===== config.mk =====
export PLATFORM = sky130hd
export DESIGN_NAME = odd_even
export DESIGN_NICKNAME = d
export VERILOG_FILES = /design/src/rtl/odd_even_pkg.sv /design/src/rtl/odd_even_popcnt.sv /design/src/rtl/odd_even.sv
export SDC_FILE = /design/constraint.sdc
export NUM_CORES = 1
export LEC_CHECK = 0
export BUFFER_PORTS_ARGS = -buffer_cell sky130_fd_sc_hd__buf_2
export CAP_MARGIN = 20
export CORE_AREA = 2 2 39 41
export CTS_CLUSTER_DIAMETER = 30
export DETAILED_ROUTE_END_ITERATION = 8
export DIE_AREA = 0 0 41 43
export GPL_ROUTABILITY_DRIVEN = 0
export MAX_ROUTING_LAYER = met4
export PLACE_DENSITY_LB_ADDON = 0.05
export REMOVE_ABC_BUFFERS = 1
export SLEW_MARGIN = 5
export SYNTH_ARGS = -nofsm -noshare
export SYNTH_HDL_FRONTEND = slang
export SYNTH_SLANG_ARGS = --single-unit

===== constraint.sdc =====
create_clock -name clk -period 2.3 [get_ports clk]
set_input_delay 0.115 -clock clk [delete_from_list [all_inputs] [get_ports clk]]
set_output_delay 0.115 -clock clk [all_outputs]
set_load 0.02 [all_outputs]

===== src/rtl/odd_even_pkg.sv =====
// Shared defaults and types for the odd_even parity checker.
// The optional counters are enabled by defining ODD_EVEN_CNT_EN.
package odd_even_pkg;

  localparam int DATA_W_DEF = 8;
  localparam int CNT_W_DEF  = 16;
  localparam int ONES_W_DEF = $clog2(DATA_W_DEF + 1);

  typedef enum logic {
    EVEN = 1'b0,
    ODD  = 1'b1
  } parity_e;

endpackage


===== src/rtl/odd_even_popcnt.sv =====
// Combinational population count of a DATA_W-bit word.
module odd_even_popcnt
  import odd_even_pkg::*;
#(
  parameter int DATA_W = DATA_W_DEF,
  parameter int ONES_W = $clog2(DATA_W + 1)
) (
  input  logic [DATA_W-1:0] i_data,
  output logic [ONES_W-1:0] o_count
);

  always_comb begin
    o_count = '0;
    for (int i = 0; i < DATA_W; i++) begin
      o_count = o_count + ONES_W'(i_data[i]);
    end
  end

endmodule


===== src/rtl/odd_even.sv =====
// Registered parity / population count of a qualified data word.
// Define ODD_EVEN_CNT_EN to add saturating odd/even sample counters.
module odd_even
  import odd_even_pkg::*;
#(
  parameter int DATA_W = DATA_W_DEF,
  parameter int CNT_W  = CNT_W_DEF,
  localparam int ONES_W = $clog2(DATA_W + 1)
) (
  input  logic              clk,
  input  logic              rst,
  input  logic [DATA_W-1:0] d,
  input  logic              d_valid,
  output logic              out,
  output logic              out_valid,
  output logic [ONES_W-1:0] ones
`ifdef ODD_EVEN_CNT_EN
  ,
  output logic [CNT_W-1:0]  odd_cnt,
  output logic [CNT_W-1:0]  even_cnt
`endif
);

  if (DATA_W < 1 || CNT_W < 1) begin : g_bad_param
    $error("odd_even: DATA_W and CNT_W must be at least 1");
  end

  logic [ONES_W-1:0] w_ones;
  parity_e           w_parity;

  logic              r_out;
  logic              r_out_valid;
  logic [ONES_W-1:0] r_ones;

  odd_even_popcnt #(
    .DATA_W (DATA_W),
    .ONES_W (ONES_W)
  ) u_popcnt (
    .i_data  (d),
    .o_count (w_ones)
  );

  // The LSB of the population count is the XOR reduction of d.
  assign w_parity = parity_e'(w_ones[0]);

  always_ff @(posedge clk) begin
    if (rst) begin
      r_out       <= 1'b0;
      r_out_valid <= 1'b0;
      r_ones      <= '0;
    end else begin
      r_out_valid <= d_valid;
      if (d_valid) begin
        r_out  <= (w_parity == ODD);
        r_ones <= w_ones;
      end
    end
  end

  assign out       = r_out;
  assign out_valid = r_out_valid;
  assign ones      = r_ones;

`ifdef ODD_EVEN_CNT_EN
  logic [CNT_W-1:0] r_odd_cnt;
  logic [CNT_W-1:0] r_even_cnt;

  // Each counter sticks at all-ones; the other keeps counting on its own.
  always_ff @(posedge clk) begin
    if (rst) begin
      r_odd_cnt  <= '0;
      r_even_cnt <= '0;
    end else if (d_valid) begin
      if (w_parity == ODD) begin
        if (r_odd_cnt != '1) r_odd_cnt <= r_odd_cnt + CNT_W'(1);
      end else begin
        if (r_even_cnt != '1) r_even_cnt <= r_even_cnt + CNT_W'(1);
      end
    end
  end

  assign odd_cnt  = r_odd_cnt;
  assign even_cnt = r_even_cnt;
`endif

endmodule


==> impl_summary.md, run 1 <==
Outcome
The run finished, with violations left. The final reports fail on setup timing.

Logic synthesis
During synthesis, Yosys emitted a total of 0 warnings. After synthesis the cells add up to 377 um2. The synthesized design contains 0 enable-type register cells.

Counting flops and latches in the post-synthesis netlist gives 5. The mean post-synth cell area is 10.5 um2. Yosys instantiated no cell more often than sky130_fd_sc_hd__inv_1. The commonest cells after synthesis are sky130_fd_sc_hd__inv_1 (10), sky130_fd_sc_hd__dfxtp_1 (5), sky130_fd_sc_hd__fa_1 (4). The share of flip-flops with an asynchronous set or reset is 0%. Summed over its instances, the top area cell type makes up 26.6% of the synthesized netlist area. The sequential-to-total area share from yosys stat is 26.6%. The distinct cell type count of the synthesized netlist is 14.

The largest area contributor in the netlist is sky130_fd_sc_hd__dfxtp_1. The most common flop cell mapped by yosys is sky130_fd_sc_hd__dfxtp_1. Yosys attributes the largest share of cell area to sky130_fd_sc_hd__dfxtp_1 (27%), sky130_fd_sc_hd__fa_1 (21%), sky130_fd_sc_hd__ha_1 (10%). The gate count of the mapped netlist is 36.

Setup path
The worst register-to-register path has a setup slack of 1700 ps. For the worst flop-to-flop path, the logic depth is 2. The endpoint identified for the worst register-to-register timing path is ones[0]$_SDFFE_PP0P_. The most critical setup path has its endpoint at ones[2]$_SDFFE_PP0P_. Traced cell by cell, the critical path runs through buf_6 > ha_4 > inv_2 > fa_1 > fa_1 > fa_2 > fa_2 > xnor2_1 > mux2i_1 > nor2_1. In this run the worst setup path begins at d[1]. STA puts the critical path data required time at 2440 ps. The worst setup path is launched from a primary input.

The reg-to-reg startpoint is ones[0]$_SDFFE_PP0P_. The worst stage delay on the critical path is 510 ps. Counting both buffers and inverters, the worst setup path holds a total of 2. The critical path crosses 10 cells after its start point. The kind of critical path is primary input to flip-flop.

The kind of end point of the critical path is a flip-flop. The worst-path cell with the longest stage delay is sky130_fd_sc_hd__fa_1. The dominant delay contributor by cell family on the critical path is adder cells. The largest fanout on the critical path is 2.

Data arrives at the worst endpoint at 2470 ps.

Cells and area
The post-layout utilization of the core is 37.7%. The count of cells in the finished layout, fillers not included, comes to 71. The area growth from synthesis to layout is 38.5%. The number of diodes added for antenna fixing is 0.

At the end of the flow, the number of nets in the layout was 74. Of the cells placed in the final design, the portion with a size suffix greater than 1 is 52.7%.

Min path
The startpoint of the lowest-slack hold path is rst. The type of the worst min-delay path is primary input to flip-flop.

Die
The area enclosed by the die boundary is 1760 um2. The x dimension of the die is 41 um. The initialized floorplan defines 14 standard-cell rows. The I/O pin count is 17.

The floorplan step defined a core boundary enclosing 1380 um2. For this configuration, the core starts out at a cell density of 27.2%. The die outline height is 43 um.

Placed design
The HPWL after detailed placement is 565 um. The count of input and output buffers is 16. The number of placed instances, taps included, is 66.

Timing
For this run, the top clock speed supported by timing is 429 MHz. The final cycle utilization of the critical path is 101%. Setup violations remaining at the end of the flow were counted as 1. At the pin with the least slew margin, the transition time is 171 ps. The setup slack of the critical path after layout is -28.5 ps. Setup repair after global routing could not meet its margin everywhere. After layout, the minimum clock period comes to 2330 ps.

The final hold violation count was 0. The max-slew violation total from the final report is 0. The final clock skew is 0 ps. The worst-case headroom to the max-slew limit is 88.6%.

Detailed routing
The final wirelength is 713 um. After the first detailed-routing iteration, the DRC count stood at 4. Dividing the detail-routed wire length by the instance count gives 10.0 um. The count of nets left with antenna violations once routing finished came out at 0. The via count normalized by instance count is 4.28. Detailed routing inserted a total of 304 vias. The detailed-route DRC error count is 0. The pre-antenna-repair detailed-routing pass consisted of 2 iterations.

Pwr
Power spread over the standard cell area amounts to 643 nW/um2. The clock network is responsible for 30.9% of the overall power. Net switching is 32.7% of the power. For this design the total switching power over the nets is 0.000110 W. Combinational logic is responsible for 39.1% of the overall power. The worst ir drop on vdd is 307 uV. The sequential cell fraction of total power is 30.0%. The leakage component of the power is 0.271 nW. Cell internal power was estimated by the tool at 0.000226 W.

CTS
The number of sinks driven by the clock tree is 5. TritonCTS built the clock tree. CTS placed an instance of sky130_fd_sc_hd__clkbuf_4 at the clock tree root.

Clock-pin slew was measured on the worst setup and hold paths at 40 ps. The number of hold buffers added after cts is 0. The clock passes through at most 2 buffers.

The clock latency on the worst-skew pair is 240 ps. The number of H-tree levels is 1. The number of clock buffers added by TritonCTS is 3.

Run
The max capacitance violation total is 0.

Global routing
The initial antenna violation count is 0. The global-route wire length before repair is 1060 um. The met3 usage in global routing is 7.85%. The maximum number of pins on one net before global-route repair is 9. The routing usage on met2 is 12.2%. The number of global-route vias before repair is 273.

The most heavily used metal layer in global routing is met2. For this run, global-route usage on met1 was measured as 10.8%. Across every metal layer, demand over resource in global routing totals 10.2%.

Global routing finished with a remaining overflow of 0.
-- routing by layer --
| metal | vias to the layer above | share of wire [%] |
|---|---|---|
| met5 | - | 0 |
| met1 | 141 | 37 |
| li1 | 146 | - |
| met2 | 15 | 51 |
| met4 | 0 | 1.8 |
| met3 | 2 | 9.5 |
-- power groups by stage --
stage | Combinational [W] | Sequential (W) | Clock (W)
floorplan | 0.0000679 | 0.000117 | 0
global placement | 0.000119 | 0.000102 | 0
detailed placement | 0.000119 | 0.000102 | 0
CTS | 0.000123 | 0.000101 | 0.000108
global route | 0.000150 | 0.000102 | 0.000124
finish | 0.000131 | 0.000101 | 0.000104
-- cells by family after synthesis --
logic type	Yosys count	share of synthesized area [%]
XOR/XNOR	1	2.33
buffers and inverters	12	15.0
flip-flops	5	26.6
multiplexers	1	2.66
AO/OA/AOI/OAI	4	12.3
AND/OR/NAND/NOR	6	9.97
adder cells (fa/ha/maj)	7	31.2
-- metrics by stage --
stage          area [um2]  worst slack, ps  hold WS, ps  TNS [ps]  power, W
3_3_place_gp          458             -379          354      -695  0.000220
2_1_floorplan         358             -194          177      -328  0.000185
6_report              522            -28.5          110     -28.5  0.000336
5_1_grt               522            -86.2         86.4     -93.6  0.000376
4_1_cts               489            -69.3          107     -73.4  0.000331
3_5_place_dp          458             -429          366      -840  0.000221
-- cells in the final DEF, fill, tap and decap left out, drive strengths merged --
master / n
dfxtp: 5
ha: 3
inv: 10
a21oi: 1
buf: 17
nor2b: 2
a211oi: 2
nand2b: 1
mux2i: 1
nor2: 3
xnor2: 1
fa: 4
o211ai: 1
clkbuf: 4
-- timing repair --
action / 4_1_cts / 5_1_grt
pin swaps: 1 / 0
resized for setup: 2 / 4
setup endpoints to repair: 2 / 2
buffers inserted: 0 / 1
cloned: 0 / 0
-- worst min-delay path by stage --
stage / endpoint / slack, ps / cells after the start
3_5_place_dp: ones[3]$_SDFFE_PP0P_ / 370 / 2
2_1_floorplan: ones[3]$_SDFFE_PP0P_ / 180 / 1
4_1_cts: ones[3]$_SDFFE_PP0P_ / 110 / 2
6_report: ones[3]$_SDFFE_PP0P_ / 110 / 2
5_1_grt: ones[3]$_SDFFE_PP0P_ / 90 / 2
3_3_place_gp: ones[3]$_SDFFE_PP0P_ / 350 / 2
-- flip-flops by register name, summed over array words and instances, names as in the netlist --
name,flops
out_valid,1
ones,4
-- final cells by class --
cell class,instances,area [um2]
inverters,10,37.5
repair buffers,17,100
well taps,16,20.0
flip-flops and latches,5,100
fillers,157,862
clock buffers,4,26.3
multi-input cells,19,238
Note: power is estimated with default switching activity, not from simulation.
==> inputs of run 2 (changes only) <==
Settings changed: ABC_AREA set to 1.
==> impl_summary.md, run 2 <==
Die
The I/O pin count is 17 (unchanged). The initial core utilization came to 27.8% (+0.54 points). The die outline height is 43 um (unchanged).

The number of rows created at floorplan came to 14 (unchanged). The x dimension of the die is 41 um (unchanged). The total core area is 1380 um2 (unchanged). The area enclosed by the die boundary was 1760 um2 (unchanged).

Cells and area
The post-layout utilization of the core came to 37.3% (-0.36 points). The final standard cell count with taps included and fillers excluded is 82 (+15%). The number of diodes added for antenna fixing came to 0 (unchanged).

The number of nets at the end of the flow is 85 (+15%). The flip-flop count of the largest register after layout is 4 (unchanged). Leaving out fill and tap cells, the most frequent cells in the layout are sky130_fd_sc_hd__buf_2 (16), sky130_fd_sc_hd__inv_1 (15), sky130_fd_sc_hd__nor2_1 (6), sky130_fd_sc_hd__nand2_1 (5), sky130_fd_sc_hd__dfxtp_1 (5). The final standard cell area without fillers was 517 um2 (-0.96%). The library cell used most frequently in the layout, excluding fill and tap cells, is sky130_fd_sc_hd__buf_2.

Compared with the post-synthesis result, the final layout area differs by 34.5%. The fraction of final layout cells sized beyond drive strength 1 came to 40.9% (-12 points).

Timing
The actual transition at the worst max-transition pin is 184 ps (+13.3 ps). The final critical path time including I/O delays and setup was 2260 ps (-64.6 ps). The max-slew violation total from the final report is 0 (unchanged). The achievable frequency came to 442 MHz (+2.9%). The final clock skew came to 0 ps (unchanged). The worst-case headroom to the max-slew limit came to 87.7% (-0.88 points). The final cycle utilization of the critical path is 98.4% (-2.8 points).

The final hold violation count was 0 (unchanged). The final count of negative-setup-slack endpoints came to 0 (-1).

Global routing
The number of global-route vias before repair is 293 (+7.3%). The total overflow reported by the global router came to 0 (unchanged). The initial antenna violation count is 0 (unchanged).

The global-route wire length before repair is 1070 um (+1.3%). The maximum number of pins on one net before global-route repair is 10 (+1). The total routing resource utilization after global routing is 9.28% (-0.97 points).

Placed design
The total instance count after detailed placement was 77 (+17%). The count of input and output buffers is 16 (unchanged). The HPWL after detailed placement is 551 um (-2.4%). The post-place instance area is 465 um2 (+1.6%).

CTS
The number of buffers on the longest clock path came to 2 (unchanged). The root buffer cell is sky130_fd_sc_hd__clkbuf_4. The number of sinks driven by the clock tree came to 5 (unchanged). The number of hold buffers added after cts is 0 (unchanged).

The clock-pin slew of the registers on the worst-case setup and hold paths came to 40 ps (about the same). The clock latency on the worst-skew pair is 240 ps (about the same). The total clock buffers created by CTS was 3 (unchanged). TritonCTS built the clock tree.

The number of H-tree levels came to 1 (unchanged).

Logic synthesis
The flop and latch count out of synthesis came to 5 (unchanged). The distinct cell type count of the synthesized netlist is 11 (-3). The count of synthesis-stage warnings from yosys is 0 (unchanged). The largest area contributor in the netlist is sky130_fd_sc_hd__dfxtp_1. In the synthesized netlist, the cells that appear most often are sky130_fd_sc_hd__inv_1 (16), sky130_fd_sc_hd__nor2_1 (6), sky130_fd_sc_hd__dfxtp_1 (5), sky130_fd_sc_hd__nand2_1 (5), sky130_fd_sc_hd__fa_1 (4). Yosys instantiated no cell more often than sky130_fd_sc_hd__inv_1. The share of flip-flops with an asynchronous set or reset is 0% (unchanged). The mean post-synth cell area is 8.17 um2 (-22%). The number of enable-type register cells in the synthesized netlist was 0 (unchanged).

The sequential-to-total area share from yosys stat is 26.1% (-0.52 points). Ranked by total cell area, the synthesized netlist is headed by sky130_fd_sc_hd__dfxtp_1 (26%), sky130_fd_sc_hd__fa_1 (21%), sky130_fd_sc_hd__inv_1 (16%). The gate count of the mapped netlist is 47 (+31%).

The synthesized cell area is 384 um2 (+2.0%). In the synthesized netlist the dominant register cell turns out to be sky130_fd_sc_hd__dfxtp_1. The area fraction of the dominant cell type after synthesis is 26.1% (-0.52 points).

Detailed routing
The via count normalized by instance count is 3.99 (-6.9%). The total vias in the final route is 327 (+7.6%). The violation count after the first detailed-route iteration came to 0 (-4).

The number of nets with antenna violations after routing came to 0 (unchanged). The first-pass iteration count of the detailed router was 1 (-1). The routed wirelength normalized by instance count was 7.91 um (-21%). The final wirelength is 649 um (-9.0%). The detailed-route DRC error count is 0 (unchanged).

Setup path
The critical path is of the primary input to flip-flop type. On the critical path, the stage with the largest delay is an instance of sky130_fd_sc_hd__fa_2. The worst stage delay on the critical path is 540 ps (+30 ps). The critical path arrival was 2380 ps (-90 ps). Broken down by cell family, the worst path's largest delay share belongs to adder cells. The largest fanout on the critical path is 2 (unchanged).

The critical path goes through buf_2 > ha_4 > inv_2 > fa_1 > fa_1 > fa_2 > fa_2 > a211oi_2. The buffer and inverter count on the worst path is 2 (unchanged). The worst path required time is 2420 ps (-20 ps). The kind of end point of the critical path is a flip-flop. The critical path launch point type is a primary input.

Run
The max capacitance violation total is 0 (unchanged).

Pwr
The leakage component of the power was 0.299 nW (+11%). The total power density per cell area is 632 nW/um2 (-1.8%). The worst ir drop on vdd is 258 uV (-16%).

Min path
The worst hold path belongs to the class primary input to flip-flop.

Outcome
The flow ran to the end, and the final reports show no timing, DRC or antenna violations.
==> run 2: cells by family after synthesis <==
group | count (synthesis) | share of synthesized area, %
AND/OR/NAND/NOR | 15 | 16.3
buffers and inverters | 18 | 20.5
AO/OA/AOI/OAI | 2 | 6.51
flip-flops | 5 | 26.1
adder cells (fa/ha/maj) | 7 | 30.6
==> run 2: timing repair <==
item / 4_1_cts / 5_1_grt
endpoints found under the setup margin: 2 / 2
resized for setup: 2 / 2
endpoints found under the hold margin: 0 / 0
buffers inserted: 0 / 1
==> run 2: power by group <==
group,switching [W],internal [W]
Clock,0.0000361,0.0000656
Sequential,0.00000447,0.0000964
Combinational,0.0000667,0.0000572
==> run 2: final cells by class <==
cell class / instances / area, um2
fillers: 155 / 867
multi-input cells: 24 / 223
flip-flops and latches: 5 / 100
repair buffers: 17 / 87.6
inverters: 16 / 60.1
clock buffers: 4 / 26.3
well taps: 16 / 20.0
==> run 2: worst paths after layout <==
check	from	endpoint	slack, ps	cells past startpoint
min	rst	out_valid$_SDFF_PP0_	120	2
min reg2reg	ones[1]$_SDFFE_PP0P_	ones[1]$_SDFFE_PP0P_	500	2
max	d[1]	ones[1]$_SDFFE_PP0P_	40	8
max reg2reg	ones[3]$_SDFFE_PP0P_	ones[3]$_SDFFE_PP0P_	1660	4
==> run 2: through the flow <==
step                setup slack [ps]  power [W]  TNS [ps]  hold slack [ps]
floorplan                       -134   0.000184      -251              186
global placement                -317   0.000219      -623              377
detailed placement              -325   0.000219      -641              373
CTS                             12.3   0.000327         0              118
global route                  -0.961   0.000361    -0.961              118
finish                          36.0   0.000326         0              119
==> run 2: layer usage <==
layer	part of all wire [%]	track usage, %	up-vias
li1	-	-	172
met1	44	9.71	143
met2	48	14.1	12
met3	7.9	6.28	0
met4	0	2.00	0
met5	0	-	-
==> inputs of run 3 (changes only) <==
Settings changed: MAX_ROUTING_LAYER met4 to unset, SKIP_LAST_GASP set to 1.
==> impl_summary.md, run 3 (synthesis gave the netlist of run 2 again) <==
Timing
The final hold violation count is 0 (unchanged). The worst-case headroom to the max-slew limit is 87.9% (+0.19 points). The actual transition at the worst max-transition pin is 181 ps (-2.91 ps). The final cycle utilization of the critical path was 98.4% (about the same). The achievable frequency is 442 MHz (about the same). The final critical path time including I/O delays and setup is 2260 ps (-0.802 ps).

The final count of negative-setup-slack endpoints is 0 (unchanged). The final clock skew is 0 ps (unchanged). The max-slew violation total from the final report is 0 (unchanged).

Die
The total core area is 1380 um2 (unchanged). The x dimension of the die was 41 um (unchanged). The die outline height was 43 um (unchanged).

The area enclosed by the die boundary is 1760 um2 (unchanged). The initial core utilization is 27.8% (unchanged). The number of rows created at floorplan is 14 (unchanged).

The I/O pin count is 17 (unchanged).

Min path
The type of the worst min-delay path is primary input to flip-flop. The worst hold path cell count was 2 (unchanged). The startpoint of the lowest-slack hold path is rst. The worst-case hold path end point is out_valid$_SDFF_PP0_.

Setup path
The largest fanout on the critical path is 2 (unchanged). The start point of the critical path is d[1]. STA classifies the critical path startpoint as a primary input. The reg2reg setup slack is 1660 ps (about the same).

The worst register-to-register path begins at ones[3]$_SDFFE_PP0P_. The number of cells traversed by the worst register-to-register path is 4 (unchanged). By startpoint and endpoint, the worst setup path is classified as primary input to flip-flop. The worst path required time is 2420 ps (about the same). The worst setup path is captured at a flip-flop. The endpoint of the worst-slack reg-to-reg timing path is ones[3]$_SDFFE_PP0P_. The critical path arrival is 2380 ps (about the same).

Cells and area
The synthesis-to-layout area growth is 34.5% (unchanged). The flip-flop count of the largest register after layout was 4 (unchanged). The fraction of final layout cells sized beyond drive strength 1 was 40.9% (unchanged).

The library cells used most frequently in the layout, excluding fill and tap cells, are sky130_fd_sc_hd__buf_2 (16), sky130_fd_sc_hd__inv_1 (15), sky130_fd_sc_hd__nor2_1 (6), sky130_fd_sc_hd__nand2_1 (5), sky130_fd_sc_hd__dfxtp_1 (5). The number of nets at the end of the flow is 85 (unchanged). The most common cell after layout, fill and taps aside is sky130_fd_sc_hd__buf_2.

The number of diodes added for antenna fixing was 0 (unchanged). The final standard cell area without fillers is 517 um2 (unchanged). The final standard cell count with taps included and fillers excluded was 82 (unchanged). The number of filler instances in the final layout is 155 (unchanged).

Pwr
The internal power is 0.000219 W (about the same). The combinational cell fraction of total power is 37.9% (about the same). The switching power is 0.000108 W (+0.20%). The sequential cell fraction of total power is 30.8% (about the same). The leakage component of the power is 0.299 nW (unchanged). The worst ir drop on vdd is 258 uV (-0.27%).

The clock share of power is 31.2% (about the same). The total power density per cell area was 632 nW/um2 (about the same). The switching part of the total came to 32.9% (+0.044 points).

Detailed routing
The violation count after the first detailed-route iteration is 0 (unchanged). The via count normalized by instance count is 3.99 (unchanged). The first-pass iteration count of the detailed router is 1 (unchanged). The detailed-route DRC error count came to 0 (unchanged). The routed wirelength normalized by instance count is 7.83 um (-1.1%). The final wirelength is 642 um (-1.1%). The number of nets with antenna violations after routing came to 0 (unchanged).

The total vias in the final route is 327 (unchanged).

Global routing
The initial antenna violation count is 0 (unchanged). The total overflow reported by the global router is 0 (unchanged). The global-route wire length before repair is 1070 um (unchanged).

The maximum number of pins on one net before global-route repair is 10 (unchanged). The number of global-route vias before repair was 294 (+0.34%). The total routing resource utilization after global routing was 9.05% (-0.22 points).

CTS
The root buffer cell is sky130_fd_sc_hd__clkbuf_4. TritonCTS built the clock tree. The number of H-tree levels is 1 (unchanged). The number of sinks driven by the clock tree is 5 (unchanged).

The clock-pin slew of the registers on the worst-case setup and hold paths is 40 ps (about the same). The number of buffers on the longest clock path came to 2 (unchanged). The clock latency on the worst-skew pair came to 240 ps (about the same). The total clock buffers created by CTS is 3 (unchanged).

The number of hold buffers added after cts is 0 (unchanged).

Run
The max capacitance violation total is 0 (unchanged).

Placed design
The post-place instance area is 465 um2 (unchanged). The HPWL after detailed placement was 551 um (unchanged). The count of input and output buffers was 16 (unchanged). The total instance count after detailed placement is 77 (unchanged).

Outcome
The run finished with clean final reports.
-- run 3: cell counts in the layout (fill, tap and decap cells not counted) --
No cell type changed its count.
-- run 3: worst max-delay path by stage --
stage,end
2_1_floorplan,ones[1]$_SDFFE_PP0P_
3_3_place_gp,ones[2]$_SDFFE_PP0P_
3_5_place_dp,ones[2]$_SDFFE_PP0P_
4_1_cts,ones[1]$_SDFFE_PP0P_
5_1_grt,ones[2]$_SDFFE_PP0P_
6_report,ones[1]$_SDFFE_PP0P_
-- run 3: area by class of cell --
| cell class | count | area [um2] | area share [%] |
|---|---|---|---|
| inverter | 16 | 60.1 | 11.6 |
| multi-input combinational | 24 | 223 | 43.1 |
| sequential | 5 | 100 | 19.4 |
| timing repair buffer | 17 | 87.6 | 16.9 |
| tap | 16 | 20.0 | 3.87 |
| clock buffer | 4 | 26.3 | 5.08 |
-- run 3: critical path, stage by stage --
cell and delay [ps]:
sky130_fd_sc_hd__buf_2 110, sky130_fd_sc_hd__ha_4 250, sky130_fd_sc_hd__inv_2 30, sky130_fd_sc_hd__fa_1 480, sky130_fd_sc_hd__fa_1 430, sky130_fd_sc_hd__fa_2 360, sky130_fd_sc_hd__fa_2 540, sky130_fd_sc_hd__a211oi_2 60
-- run 3: power groups by stage --
| stage | clock [W] | combinational (W) | sequential [W] |
|---|---|---|---|
| after floorplan | 0 | 0.0000662 | 0.000117 |
| after CTS | 0.000106 | 0.000121 | 0.000101 |
| after detailed placement | 0 | 0.000117 | 0.000103 |
| final | 0.000102 | 0.000124 | 0.000101 |
| after global placement | 0 | 0.000116 | 0.000102 |
| after global routing | 0.000115 | 0.000144 | 0.000102 |
-- run 3: timing repair --
item / 4_1_cts / 5_1_grt
endpoints found under the hold margin: 0 / 0
endpoints found under the setup margin: 2 / 2
buffers inserted: 0 / 1
resized for setup: 2 / 2
-- run 3: layer usage --
layer	vias to the layer above	global-route usage, %	wire length, um
li1	172	-	-
met1	143	9.71	282
met2	12	14.1	311
met3	0	6.28	48
met4	0	2.00	0
met5	-	0	0
-- run 3: through the flow --
stage / TNS, ps / hold slack, ps / setup slack, ps / power [W] / util (%)
5_1_grt: -0.959 / 118 / -0.959 / 0.000361 / 37.3
4_1_cts: 0 / 118 / 12.3 / 0.000327 / 35.9
3_5_place_dp: -641 / 373 / -325 / 0.000219 / 33.6
2_1_floorplan: -251 / 186 / -134 / 0.000184 / -
3_3_place_gp: -623 / 377 / -317 / 0.000219 / 33.6
6_report: 0 / 119 / 36.8 / 0.000327 / 37.3
